## config.mk

```make
export PLATFORM = sky130hd
export DESIGN_NAME = skipper_cds_accum_flat
export DESIGN_NICKNAME = d
export VERILOG_FILES = /design/src/rtl/skipper_cds_accum_if.sv /design/src/rtl/skipper_cds_accum.sv /design/src/flat_wrapper.sv
export SDC_FILE = /design/constraint.sdc
export NUM_CORES = 1
export LEC_CHECK = 0
export ABC_AREA = 1
export BUFFER_PORTS_ARGS = -buffer_cell sky130_fd_sc_hd__buf_4
export CAP_MARGIN = 30
export CORE_MARGIN = 1
export CORE_UTILIZATION = 40
export CTS_BUF_LIST = sky130_fd_sc_hd__clkbuf_4 sky130_fd_sc_hd__clkbuf_8 sky130_fd_sc_hd__clkbuf_16
export DETAILED_ROUTE_END_ITERATION = 8
export GPL_TIMING_DRIVEN = 0
export PLACE_DENSITY = 0.54
export SLEW_MARGIN = 15
export SYNTH_ARGS = -nofsm -noshare
export SYNTH_HDL_FRONTEND = slang
export SYNTH_SLANG_ARGS = --single-unit
```

## constraint.sdc

```tcl
create_clock -name clk -period 5.7 [get_ports clk]
set_clock_uncertainty 0.15 [all_clocks]
set_input_delay 1.14 -clock clk [delete_from_list [all_inputs] [get_ports clk]]
set_output_delay 1.14 -clock clk [all_outputs]
set_load 0.005 [all_outputs]
```

## src/rtl/skipper_cds_accum_if.sv

```systemverilog
// Pixel output handshake between the CDS accumulator and the readout framer.
// The master presents a signed pixel and holds it until the slave takes it.
interface skipper_cds_accum_if #(
  parameter int ACC_WIDTH = 36
) ();
  logic signed [ACC_WIDTH-1:0] pixel_data;
  logic                        pixel_valid;
  logic                        pixel_ready;

  modport master (
    output pixel_data,
    output pixel_valid,
    input  pixel_ready
  );

  modport slave (
    input  pixel_data,
    input  pixel_valid,
    output pixel_ready
  );
endinterface

```

## src/rtl/skipper_cds_accum.sv

```systemverilog
// CDS + skipper averaging: sums (signal - baseline) over skip iterations.
// Define CDS_SATURATE_EN to clip the accumulator instead of wrapping.
module skipper_cds_accum #(
  parameter int ADC_WIDTH  = 16,
  parameter int SKIP_WIDTH = 10,
  parameter int WIN_WIDTH  = 8,
  parameter int ACC_WIDTH  = ADC_WIDTH + WIN_WIDTH + SKIP_WIDTH + 2
) (
  input  logic                  clk,
  input  logic                  reset_n,
  input  logic                  start,
  input  logic [SKIP_WIDTH-1:0] skip_samples,
  input  logic                  phi1,
  input  logic                  phi2,
  input  logic [ADC_WIDTH-1:0]  adc_data,
  input  logic                  adc_valid,
  skipper_cds_accum_if.master   pix,
  output logic [3:0]            err_flags,
  output logic                  pixel_sat
);
  localparam int SUM_W = ADC_WIDTH + WIN_WIDTH;
  localparam int DIF_W = SUM_W + 1;

  typedef enum logic [2:0] {
    IDLE, BASE, SIG, UPDATE, OUTPUT
  } state_t;

  state_t                  state_q, state_d;
  logic                    phi1_q, phi2_q;
  logic [SKIP_WIDTH-1:0]   skip_q, skip_d;
  logic [SKIP_WIDTH-1:0]   iter_q, iter_d;
  logic [SUM_W-1:0]        base_sum_q, base_sum_d;
  logic [SUM_W-1:0]        sig_sum_q, sig_sum_d;
  logic [WIN_WIDTH-1:0]    base_cnt_q, base_cnt_d;
  logic [WIN_WIDTH-1:0]    sig_cnt_q, sig_cnt_d;
  logic signed [ACC_WIDTH-1:0] acc_q, acc_d;
  logic [3:0]              err_q, err_d;
  logic                    sat_q, sat_d;
  logic                    overlap, take;
  logic signed [DIF_W-1:0] diff;

  assign overlap = phi1 & phi2;
  assign take    = adc_valid & ~overlap;
  assign diff    = $signed({1'b0, sig_sum_q})
                 - $signed({1'b0, base_sum_q});

`ifdef CDS_SATURATE_EN
  localparam int EXT_W =
    (ACC_WIDTH > DIF_W ? ACC_WIDTH : DIF_W) + 1;
  logic signed [EXT_W-1:0] sum_ext, max_ext, min_ext;
  assign max_ext = EXT_W'($signed({1'b0, {(ACC_WIDTH-1){1'b1}}}));
  assign min_ext = EXT_W'($signed({1'b1, {(ACC_WIDTH-1){1'b0}}}));
  assign sum_ext = EXT_W'(acc_q) + EXT_W'(diff);
`endif

  always_comb begin
    state_d    = state_q;
    skip_d     = skip_q;
    iter_d     = iter_q;
    base_sum_d = base_sum_q;
    sig_sum_d  = sig_sum_q;
    base_cnt_d = base_cnt_q;
    sig_cnt_d  = sig_cnt_q;
    acc_d      = acc_q;
    err_d      = err_q;
    sat_d      = sat_q;
    if (state_q != IDLE) begin
      if (start)   err_d[2] = 1'b1;
      if (overlap) err_d[1] = 1'b1;
    end
    unique case (state_q)
      IDLE: begin
        if (start) begin
          skip_d     = skip_samples;
          iter_d     = '0;
          acc_d      = '0;
          err_d      = '0;
          sat_d      = 1'b0;
          base_sum_d = '0;
          sig_sum_d  = '0;
          base_cnt_d = '0;
          sig_cnt_d  = '0;
          state_d    = BASE;
        end
      end
      BASE: begin
        if (phi1 && take) begin
          if (&base_cnt_q) begin
            err_d[3] = 1'b1;
          end else begin
            base_cnt_d = base_cnt_q + 1'b1;
            base_sum_d = base_sum_q + SUM_W'(adc_data);
          end
        end
        if (phi1_q && !phi1) state_d = SIG;
      end
      SIG: begin
        if (phi2 && take) begin
          if (&sig_cnt_q) begin
            err_d[3] = 1'b1;
          end else begin
            sig_cnt_d = sig_cnt_q + 1'b1;
            sig_sum_d = sig_sum_q + SUM_W'(adc_data);
          end
        end
        if (phi2_q && !phi2) state_d = UPDATE;
      end
      UPDATE: begin
        if (base_cnt_q != sig_cnt_q) err_d[0] = 1'b1;
`ifdef CDS_SATURATE_EN
        if (sum_ext > max_ext) begin
          acc_d = max_ext[ACC_WIDTH-1:0];
          sat_d = 1'b1;
        end else if (sum_ext < min_ext) begin
          acc_d = min_ext[ACC_WIDTH-1:0];
          sat_d = 1'b1;
        end else begin
          acc_d = sum_ext[ACC_WIDTH-1:0];
        end
`else
        acc_d = acc_q + ACC_WIDTH'(diff);
`endif
        base_sum_d = '0;
        sig_sum_d  = '0;
        base_cnt_d = '0;
        sig_cnt_d  = '0;
        if (iter_q == skip_q) begin
          state_d = OUTPUT;
        end else begin
          iter_d  = iter_q + 1'b1;
          state_d = BASE;
        end
      end
      OUTPUT: begin
        if (pix.pixel_ready) state_d = IDLE;
      end
      default: state_d = IDLE;
    endcase
  end

  always_ff @(posedge clk or negedge reset_n) begin
    if (!reset_n) begin
      state_q    <= IDLE;
      phi1_q     <= 1'b0;
      phi2_q     <= 1'b0;
      skip_q     <= '0;
      iter_q     <= '0;
      base_sum_q <= '0;
      sig_sum_q  <= '0;
      base_cnt_q <= '0;
      sig_cnt_q  <= '0;
      acc_q      <= '0;
      err_q      <= '0;
      sat_q      <= 1'b0;
    end else begin
      state_q    <= state_d;
      phi1_q     <= phi1;
      phi2_q     <= phi2;
      skip_q     <= skip_d;
      iter_q     <= iter_d;
      base_sum_q <= base_sum_d;
      sig_sum_q  <= sig_sum_d;
      base_cnt_q <= base_cnt_d;
      sig_cnt_q  <= sig_cnt_d;
      acc_q      <= acc_d;
      err_q      <= err_d;
      sat_q      <= sat_d;
    end
  end

  assign pix.pixel_data  = acc_q;
  assign pix.pixel_valid = (state_q == OUTPUT);
  assign err_flags       = err_q;
  assign pixel_sat       = sat_q;
endmodule

```

## src/flat_wrapper.sv

```systemverilog
// flat-port wrapper written by rule: the top's interface ports become plain ports
module skipper_cds_accum_flat 
#(
  parameter int ADC_WIDTH  = 16,
  parameter int SKIP_WIDTH = 10,
  parameter int WIN_WIDTH  = 8,
  parameter int ACC_WIDTH  = ADC_WIDTH + WIN_WIDTH + SKIP_WIDTH + 2
)
  (clk, reset_n, start, skip_samples, phi1, phi2, adc_data, adc_valid, err_flags, pixel_sat, pix_pixel_data, pix_pixel_valid, pix_pixel_ready);
  skipper_cds_accum_if #(.ACC_WIDTH(ACC_WIDTH)) pix_i ();
  input  logic clk;
  input  logic reset_n;
  input  logic start;
  input  logic [SKIP_WIDTH-1:0] skip_samples;
  input  logic phi1;
  input  logic phi2;
  input  logic [ADC_WIDTH-1:0] adc_data;
  input  logic adc_valid;
  output logic [3:0] err_flags;
  output logic pixel_sat;
  output wire logic [$bits(pix_i.pixel_data)-1:0] pix_pixel_data;
  output wire logic [$bits(pix_i.pixel_valid)-1:0] pix_pixel_valid;
  input wire logic [$bits(pix_i.pixel_ready)-1:0] pix_pixel_ready;
  assign pix_pixel_data = pix_i.pixel_data;
  assign pix_pixel_valid = pix_i.pixel_valid;
  assign pix_i.pixel_ready = pix_pixel_ready;
  skipper_cds_accum #(.ADC_WIDTH(ADC_WIDTH), .SKIP_WIDTH(SKIP_WIDTH), .WIN_WIDTH(WIN_WIDTH), .ACC_WIDTH(ACC_WIDTH)) u_core (.clk(clk), .reset_n(reset_n), .start(start), .skip_samples(skip_samples), .phi1(phi1), .phi2(phi2), .adc_data(adc_data), .adc_valid(adc_valid), .pix(pix_i), .err_flags(err_flags), .pixel_sat(pixel_sat));
endmodule
```

## Yosys cells after proc, flatten, opt, wreduce, memory -nomap -nowiden

Cells that the tools add are included.

| operators by class | value |
|---|---|
| add/subtract/negate cells | 7 |
| multiply operators | 0 |
| divide/modulo/power cells | 0 |
| $lt $le $gt $ge | 0 |
| eq/ne operators | 18 |
| shifts and indexed selects | 0 |
| muxes and demuxes | 37 |
| bitwise operators | 3 |
| reduce and logical (&&, ||, !) cells | 22 |

Operator list:

| cell | number |
|---|---|
| $pmux W24 S3 | 2 |
| $mux W24 | 5 |
| $pmux W36 S2 | 1 |
| $add A24 B16 Y24 | 2 |
| $pmux W8 S3 | 2 |
| $mux W8 | 5 |
| $add A36 B25 Y36 | 1 |
| $mux W36 | 1 |
| $sub A24 B24 Y25 | 1 |
| $mux W10 | 2 |
| $pmux W10 S2 | 1 |
| $add A8 B1 Y8 const B | 2 |
| $ne A2 B1 Y1 const B | 8 |
| $reduce_and A8 Y1 | 2 |
| $mux W3 | 5 |
| $pmux W3 S5 | 1 |
| $reduce_and A4 Y1 | 3 |
| $reduce_bool A3 Y1 | 4 |
| $add A10 B1 Y10 const B | 1 |
| $eq A10 B10 Y1 | 1 |
| $ne A2 B2 Y1 const B | 4 |
| $ne A8 B8 Y1 | 1 |
| $mux W1 | 7 |
| $eq A3 B2 Y1 const B | 2 |
| 15 further kinds | 23 |

| word-level totals | value |
|---|---|
| flip-flop bits (word level) | 129 |
| bits in latches | 0 |
| memory bits (writable) | 0 |
| bits in read-only memories | 0 |
| bits of input ports | 33 |
| output and inout bits | 42 |
| logic and storage cells | 100 |
| memories kept | 0 |

## Depth between registers and ports, before layout

Gate-level depths: netlist of run 1.

| depth | value |
|---|---|
| depth in word-level cells | 6 |
| depth in mapped cells | 26 |
| gate-level depth less buffers | 26 |

## Least setup slack after synthesis of run 1

Ideal clock, no wire load.

| path | value |
|---|---|
| path kind | register -> register |
| start point | register u_core.sig_sum_q[0] |
| end point | register u_core.acc_q[27], in the netlist u_core.pix.pixel_data[27] |
| setup time | 0.117 ns |
| arrival | 3.093 ns |
| required time | 5.433 ns |
| setup slack | 2.340 ns |
| stages on the path, launching flop included | 26 |
| buffers on the path | 0 |
| period minus slack after synthesis | 3.360 ns |
| path through | dfrtp_1 inv_1 ha_1 fa_1 inv_1 nand2_1 nand2_1 nand3_1 nand2_1 a21oi_1 o21ai_0 nand2_1 nand3_1 nand2_1 ha_1 nand2_1 nor2_1 inv_1 nor2_1 nand3b_1 nand3_1 nand2_1 nand2_1 nand2_1 nand3_1 nand2_1 |

| between the ends | value |
|---|---|
| word-level cells in the longest chain between the ends | 3 |

RTL lines:

| item | RTL line | RTL |
|---|---|---|
| from (decl) | skipper_cds_accum.sv:33 | `logic [SUM_W-1:0] sig_sum_q, sig_sum_d;` |
| from (signal assigned) | skipper_cds_accum.sv:162 | `sig_sum_q <= sig_sum_d;` |
| $sub A24 B24 Y25 | skipper_cds_accum.sv:45 | `- $signed({1'b0, base_sum_q});` |
| $add A36 B25 Y36 | skipper_cds_accum.sv:121 | `acc_d = acc_q + ACC_WIDTH'(diff);` |
| $pmux W36 S2 | skipper_cds_accum.sv:71 | `unique case (state_q)` |
| to (signal assigned) | skipper_cds_accum.sv:152 | `acc_q <= '0;` |
| to (signal assigned) | skipper_cds_accum.sv:165 | `acc_q <= acc_d;` |
| to (decl) | skipper_cds_accum.sv:36 | `logic signed [ACC_WIDTH-1:0] acc_q, acc_d;` |

No other way between the ends.
A chain may end at the register's enable or synchronous reset.

## Worst setup path in the final report of run 1

| path | value |
|---|---|
| start point | register u_core.sig_sum_q[2] |
| end point | register u_core.acc_q[31], in the netlist u_core.pix.pixel_data[31] |

Same word-level chain as after synthesis.

==> results of run 1 <==
==> how the worst max path moves through the flow <==
stage / endpoint / slack, ns / cells after the start
2_1_floorplan: u_core.pix.pixel_data[27]$_DFFE_PN0P_ / 2.34 / 25
3_3_place_gp: u_core.pix.pixel_data[27]$_DFFE_PN0P_ / 1.62 / 24
3_5_place_dp: u_core.pix.pixel_data[27]$_DFFE_PN0P_ / 1.56 / 20
4_1_cts: u_core.pix.pixel_data[27]$_DFFE_PN0P_ / 1.56 / 20
5_1_grt: u_core.pix.pixel_data[27]$_DFFE_PN0P_ / 1.14 / 20
6_report: u_core.pix.pixel_data[31]$_DFFE_PN0P_ / 1.52 / 18
==> routing by layer <==
metal	share of wire	global-route usage
met5	0	0
met2	0.42	0.401
met1	0.51	0.383
met4	0.016	0.0621
met3	0.050	0.0479
==> synth_stat cells (all sizes together), types with 2 or more instances <==
cell type | instances | area (um2)
dfrtp | 129 | 3230
nand3 | 105 | 526
nand3b | 12 | 90.1
o21ai | 113 | 569
a21boi | 7 | 52.6
xnor2 | 27 | 236
a31oi | 5 | 31.3
nor2 | 200 | 793
nand2 | 558 | 2130
buf | 18 | 108
a21oi | 132 | 676
o21bai | 10 | 75.1
o211ai | 2 | 15.0
nand4 | 15 | 100
or2 | 9 | 56.3
xor2 | 25 | 219
a22o | 2 | 17.5
nor3 | 29 | 166
clkbuf | 3 | 11.3
o22ai | 10 | 62.6
fa | 4 | 80.1
nor4 | 7 | 43.8
o21a | 6 | 45.0
a21o | 5 | 37.5
inv | 204 | 768
ha | 96 | 1200
==> metrics by stage <==
step	area [um2]	worst slack (ns)
6_report	13100	1.52
5_1_grt	13100	1.14
4_1_cts	13100	1.56
3_5_place_dp	12500	1.56
3_3_place_gp	12400	1.62
2_1_floorplan	11400	2.34
==> cell families (layout without fill, tap and decap cells) <==
| kind of cell | after synthesis | after routing | share of synthesized area |
|---|---|---|---|
| AND/OR/NAND/NOR | 938 | 938 | 0.344 |
| AO/OA/AOI/OAI | 297 | 297 | 0.142 |
| buffers and inverters | 226 | 332 | 0.0782 |
| flip-flops | 129 | 129 | 0.283 |
| adder cells (fa/ha/maj) | 100 | 100 | 0.112 |
| XOR/XNOR | 52 | 52 | 0.0399 |
| other | 1 | 1 | 0.000329 |
==> area by class of cell <==
class | count | area [um2] | area share
well taps | 378 | 473 | 0.0362
clock buffers | 17 | 425 | 0.0325
plain buffers | 21 | 119 | 0.00909
clock inverters | 15 | 186 | 0.0143
multi-input cells | 1388 | 7290 | 0.558
inverters | 205 | 773 | 0.0591
repair buffers | 74 | 583 | 0.0446
flip-flops and latches | 129 | 3230 | 0.247
==> critical path, stage by stage (launching register included) <==
cell and delay, ns:
dfrtp_1 0.41, ha_1 0.36, a21oi_1 0.16, nand2_1 0.16, a21boi_0 0.54, o21ai_0 0.31
nand2_1 0.12, nand2_1 0.06, xor2_1 0.17, ha_1 0.36, nand2_1 0.12, nor2_1 0.24
inv_1 0.13, nor3_1 0.38, nand2_1 0.14, nand2_1 0.09, nand2_1 0.05, nand3_1 0.07
nand2_1 0.06
==> state kept, by name, summed over array words and instances, names as in the netlist, named ones only <==
signal,count
u_core.pix.pixel_data,36
u_core.base_sum_q,24
u_core.sig_sum_q,24
u_core.iter_q,10
u_core.skip_q,10
u_core.base_cnt_q,8
u_core.sig_cnt_q,8
u_core.err_flags,3
u_core.state_q,3
u_core.phi1_q,1
u_core.phi2_q,1
==> cells in the final DEF (no fill, tap or decap), types with 5 or more instances in the layout <==
cell       count
dfrtp_1      129
a21oi_1      130
buf_2         11
nor3_1        26
o21ai_0       92
a31oi_1        5
o21a_1         6
nor4_1         7
o21bai_1      10
o22ai_1       10
o21ai_1       20
xnor2_1       27
inv_2          6
buf_4         75
nand3_1      105
clkbuf_16     17
inv_1        197
nand3b_1      12
nor2_1       196
inv_6          5
xor2_1        25
a21o_1         5
nand2_1      548
ha_1          96
inv_8          6
nand4_1       14
nand2_2        7
a21boi_0       7
==> impl_metrics.csv, run 1 <==
group,metric,value,unit
die,initial_core_util,0.409,
setup_path,reg2reg_to,"u_core.pix.pixel_data[31]$_DFFE_PN0P_",
yosys,synth_seq_cells,129,
cells_and_area,syn2layout_area_growth,14.6,%
timing,min_period,4.18,ns
setup_path,cp-startpoint,"u_core.sig_sum_q[2]$_DFFE_PN0P_",
grt,grt_max_degree,79,
place,gp_congestion,0.935,
place,hpwl,29.7,mm
hold_path,hold_depth,2,
routing,wl,36.7,mm
cells_and_area,nets,1969,
grt,antenna_found_initial,0,
setup_path,arrival,4.36,ns
timing,relSlewSlack,0.474,
yosys,async_flop_share,1.00,
cts,cts-resized-gates,0,
routing,drc,0,
yosys,synth_ff_type,"dfrtp_1",
timing,finalMaxSlewViolations,0,
grt,grt_pass1_vias,10700,
cts,htreeDepth,4,
yosys,synthCells,1743,
cells_and_area,nFillCells,3029,
setup_path,required,5.88,ns
cells_and_area,fin_util,0.468,
run_status,status,"completed",
yosys,postSynthAreaPerCell,6.55,um2
yosys,seq_area_frac_synth,0.283,
yosys,synth_edf_count,0,
cts,cts_tree,"done",
yosys,ys_warn_count,0,
routing,final_antenna_net_count,0,
setup_path,worstSetupEndpointType,"register",
yosys,yosysUniqueCellTypes,55,
die,core,27900,um2
cts,clk_pin_slew,0.07,ns
grt,overflow,0,
timing,hold_viol,0,
setup_path,reg2reg_from,"u_core.sig_sum_q[2]$_DFFE_PN0P_",
cells_and_area,n_antenna_cell,0,
cells_and_area,stdcell_count,2227,
timing,setup_violations,0,
die,io_pins,75,
routing,drt_pass1_iterations,5,
yosys,synth_nets,1876,
routing,drt_iter0_markers,819,
cts,clk_latency,0.45,ns
routing,viasPerCell,5.11,
yosys,syn_area,11400,um2
setup_path,rr_worst_depth,18,
hold_path,hold_end,"u_core.err_flags[0]$_DFFE_PN0P_",
routing,vias,11400,
cts,root_buffer,"clkbuf_16",
timing,finalCritPeriodShare,0.734,
place,dpl.cell_count,2195,
timing,rsz0062_at_grt,"no",
die,die_y,171,um
hold_path,min-delay-start,"u_core.err_flags[0]$_DFFE_PN0P_",
hold_path,hp-class,"reg -> reg",
setup_path,regToRegSetupSlack,1.52,ns
timing,tightest_slew,0.781,ns
run,maxCapViolCount,0,
setup_path,start_kind,"register",
cts,cts_sinks,129,
die,die-area,29200,um2
die,die_width,171,um
setup_path,critPathMaxFanout,4,
routing,post_drt_wl_per_cell,16.5,um
cts,post_cts_buffers,0,
die,row_count,61,
cts,cts_made_buffers,17,
grt,grt_pass1_wl,58.6,mm
timing,fmax,239,MHz
cts,hold_buffers,0,
place,port_buffers,73,
timing,hold_slack,0.346,ns
cts,clock_path_buffers,2,
timing,fin_tns_setup,0,ns
cells_and_area,drive_gt1_frac,0.0844,
grt,grt.total_usage,0.263,
setup_path,path_class,"reg -> reg",
Power of run 1 is left out: the tool's default activity adds up to more than one toggle a clock period on the data nets, which glitch-free logic cannot reach.
==> inputs of run 2 (changes only) <==
--- a/config.mk
+++ b/config.mk
@@ -13,7 +13,7 @@
 export CTS_BUF_LIST = sky130_fd_sc_hd__clkbuf_4 sky130_fd_sc_hd__clkbuf_8 sky130_fd_sc_hd__clkbuf_16
 export DETAILED_ROUTE_END_ITERATION = 8
 export GPL_TIMING_DRIVEN = 0
-export PLACE_DENSITY = 0.54
+export PLACE_DENSITY = 0.56
 export SLEW_MARGIN = 15
 export SYNTH_ARGS = -nofsm -noshare
 export SYNTH_HDL_FRONTEND = slang
==> constraint.sdc (replaced) <==
create_clock -name clk -period 3.55 [get_ports clk]
set_clock_uncertainty 0.15 [all_clocks]
set_input_delay 0.71 -clock clk [delete_from_list [all_inputs] [get_ports clk]]
set_output_delay 0.71 -clock clk [all_outputs]
set_load 0.005 [all_outputs]
==> run 2 against run 1 <==
Compared with the run above: die area did not move; count of clock-buffer cells in the layout did not move; via count rose by 3.7%; wire length rose by 3.3%; global-route usage fell by 0.22 points; critical path depth did not move; worst hold slack got worse by 0.10 ns; non-clock buffer count rose by 31; first-iteration DRC count rose by 2.1%; fmax rose by 22%; critical endpoint is now u_core.pix.pixel_data[29]$_DFFE_PN0P_; largest cell class unchanged.
==> impl_metrics.csv, run 2 (synthesis results as in run 1) <==
group,metric,value,unit
setup_path,regToRegSetupSlack,0.11,ns
grt,grt_pass1_wl,58.6,mm
routing,drt_pass1_iterations,5,
timing,relSlewSlack,0.528,
setup_path,worstSetupEndpointType,"register",
cts,root_buffer,"clkbuf_16",
die,die-area,29200,um2
place,hpwl,29.3,mm
routing,post_drt_wl_per_cell,16.8,um
setup_path,arrival,3.62,ns
hold_path,hp-class,"in -> reg",
setup_path,rr_worst_depth,18,
cells_and_area,multi_input_area,8450,um2
setup_path,cp-endpoint,"u_core.pix.pixel_data[29]$_DFFE_PN0P_",
routing,wl_met1,18.6,mm
timing,setup_violations,0,
grt,overflow,0,
setup_path,crit_family,"compound AO/OA/AOI/OAI gates",
run,maxCapViolCount,0,
setup_path,cp.depth,18,
cells_and_area,drive_gt1_frac,0.206,
routing,maxUsedRoutingLayer,"met4",
setup_path,reg2reg_from,"u_core.base_sum_q[15]$_DFFE_PN0P_",
routing,final_antenna_net_count,0,
cells_and_area,nFillCells,2825,
grt,grt.total_usage,0.261,
cells_and_area,syn2layout_area_growth,26.9,%
die,die_width,171,um
place,gp_congestion,0.924,
setup_path,slowest_delay,0.41,ns
cts,clk_pin_slew,0.08,ns
timing,worst_slack,0.111,ns
cts,cts_made_buffers,17,
die,initial_core_util,0.409,
timing,finalCritPeriodShare,0.969,
setup_path,critPathMaxFanout,6,
timing,tightest_slew,0.708,ns
die,die_y,171,um
die,row_count,61,
cells_and_area,largest_reg_flops,36,
grt,grt_max_degree,96,
setup_path,path_cells,"inv_1 > ha_4 > nand2_1 > inv_1 > a21oi_2 > nand2_2 > nand2_2 > nand3_4 > clkinvlp_4 > buf_12 > ha_4 > a21oi_1 > o21ai_0 > o21bai_1 > a21oi_2 > nand3_1 > nand3_1 > nand2_1",
routing,viasPerCell,5.22,
run_status,status,"completed",
cells_and_area,n_antenna_cell,0,
routing,met3WireLength,1.96,mm
routing,wl,37.9,mm
cells_and_area,fin_util,0.519,
cts,clock_path_buffers,2,
cts,cts_sinks,129,
setup_path,required,3.73,ns
timing,fmax,291,MHz
cells_and_area,nets,2001,
place,port_buffers,73,
timing,rsz0062_at_grt,"yes",
cts,htreeDepth,4,
cells_and_area,register_area,3230,um2
setup_path,path_class,"reg -> reg",
setup_path,critical_path_buf_inv_count,4,
setup_path,critical_path.slowest_cell,"dfrtp_1",
routing,drt_iter0_markers,836,
setup_path,cp-startpoint,"u_core.base_sum_q[15]$_DFFE_PN0P_",
cts,cts_tree,"done",
cells_and_area,final_common_cell,"nand2_1",
grt,antenna_found_initial,0,
setup_path,start_kind,"register",
cts,clk_latency,0.44,ns
timing,hold_viol,0,
timing,min_period,3.44,ns
timing,finalMaxSlewViolations,0,
place,dp_slack,-0.656,ns
die,io_pins,75,
cells_and_area,layout_common_cells,"501 x nand2_1, 180 x inv_1, 167 x nor2_1",
die,core,27900,um2
routing,vias,11800,
grt,grt_pass1_vias,10800,
routing,drc,0,
setup_path,reg2reg_to,"u_core.pix.pixel_data[29]$_DFFE_PN0P_",
routing,wl_met2,17.0,mm
-- run 2: stage by stage --
step,instances,setup TNS [ns],hold WS [ns],area [um2]
final,2259,0,0.244,14500
after global routing,2259,-0.294,0.238,14500
after CTS,2233,-0.000445,0.230,13400
after detailed placement,2195,-8.01,0.339,12500
after global placement,2194,-7.58,0.330,12400
after floorplan,1743,0,0.264,11400
-- run 2: layout make-up --
class                           count  share of cell area
Timing Repair Buffer              105              0.0573
Inverter                          205              0.0536
Clock buffer                       17              0.0294
Timing Repair inverter              1            0.000518
Multi-Input combinational cell   1388               0.583
Buffer                             21             0.00820
Tap cell                          378              0.0326
Sequential cell                   129               0.223
Clock inverter                     15              0.0124
-- run 2: worst min-delay path by stage --
stage | start | end | slack (ns) | cells after the start
after global placement | u_core.skip_q[8]$_DFFE_PN0P_ | u_core.skip_q[8]$_DFFE_PN0P_ | 0.33 | 2
after detailed placement | u_core.err_flags[0]$_DFFE_PN0P_ | u_core.err_flags[0]$_DFFE_PN0P_ | 0.34 | 2
final | phi2 | u_core.phi2_q$_DFF_PN0_ | 0.24 | 1
after global routing | phi1 | u_core.phi1_q$_DFF_PN0_ | 0.24 | 1
after CTS | phi2 | u_core.phi2_q$_DFF_PN0_ | 0.23 | 1
after floorplan | reset_n | async pin | 0.26 | 0
-- run 2: timing repair --
item,CTS,global route
setup endpoints to repair,25,25
buffers inserted,4,26
pin swaps,10,59
hold buffers,1,0
endpoints found under the hold margin,17,0
gates cloned,1,0
resized for setup,63,208
-- run 2: routing by layer --
metal	up-vias	track usage
met4	0	0.0493
li1	5953	-
met3	22	0.0289
met2	276	0.412
met5	-	0
met1	5550	0.384
Power of run 2 is left out for the same reason.
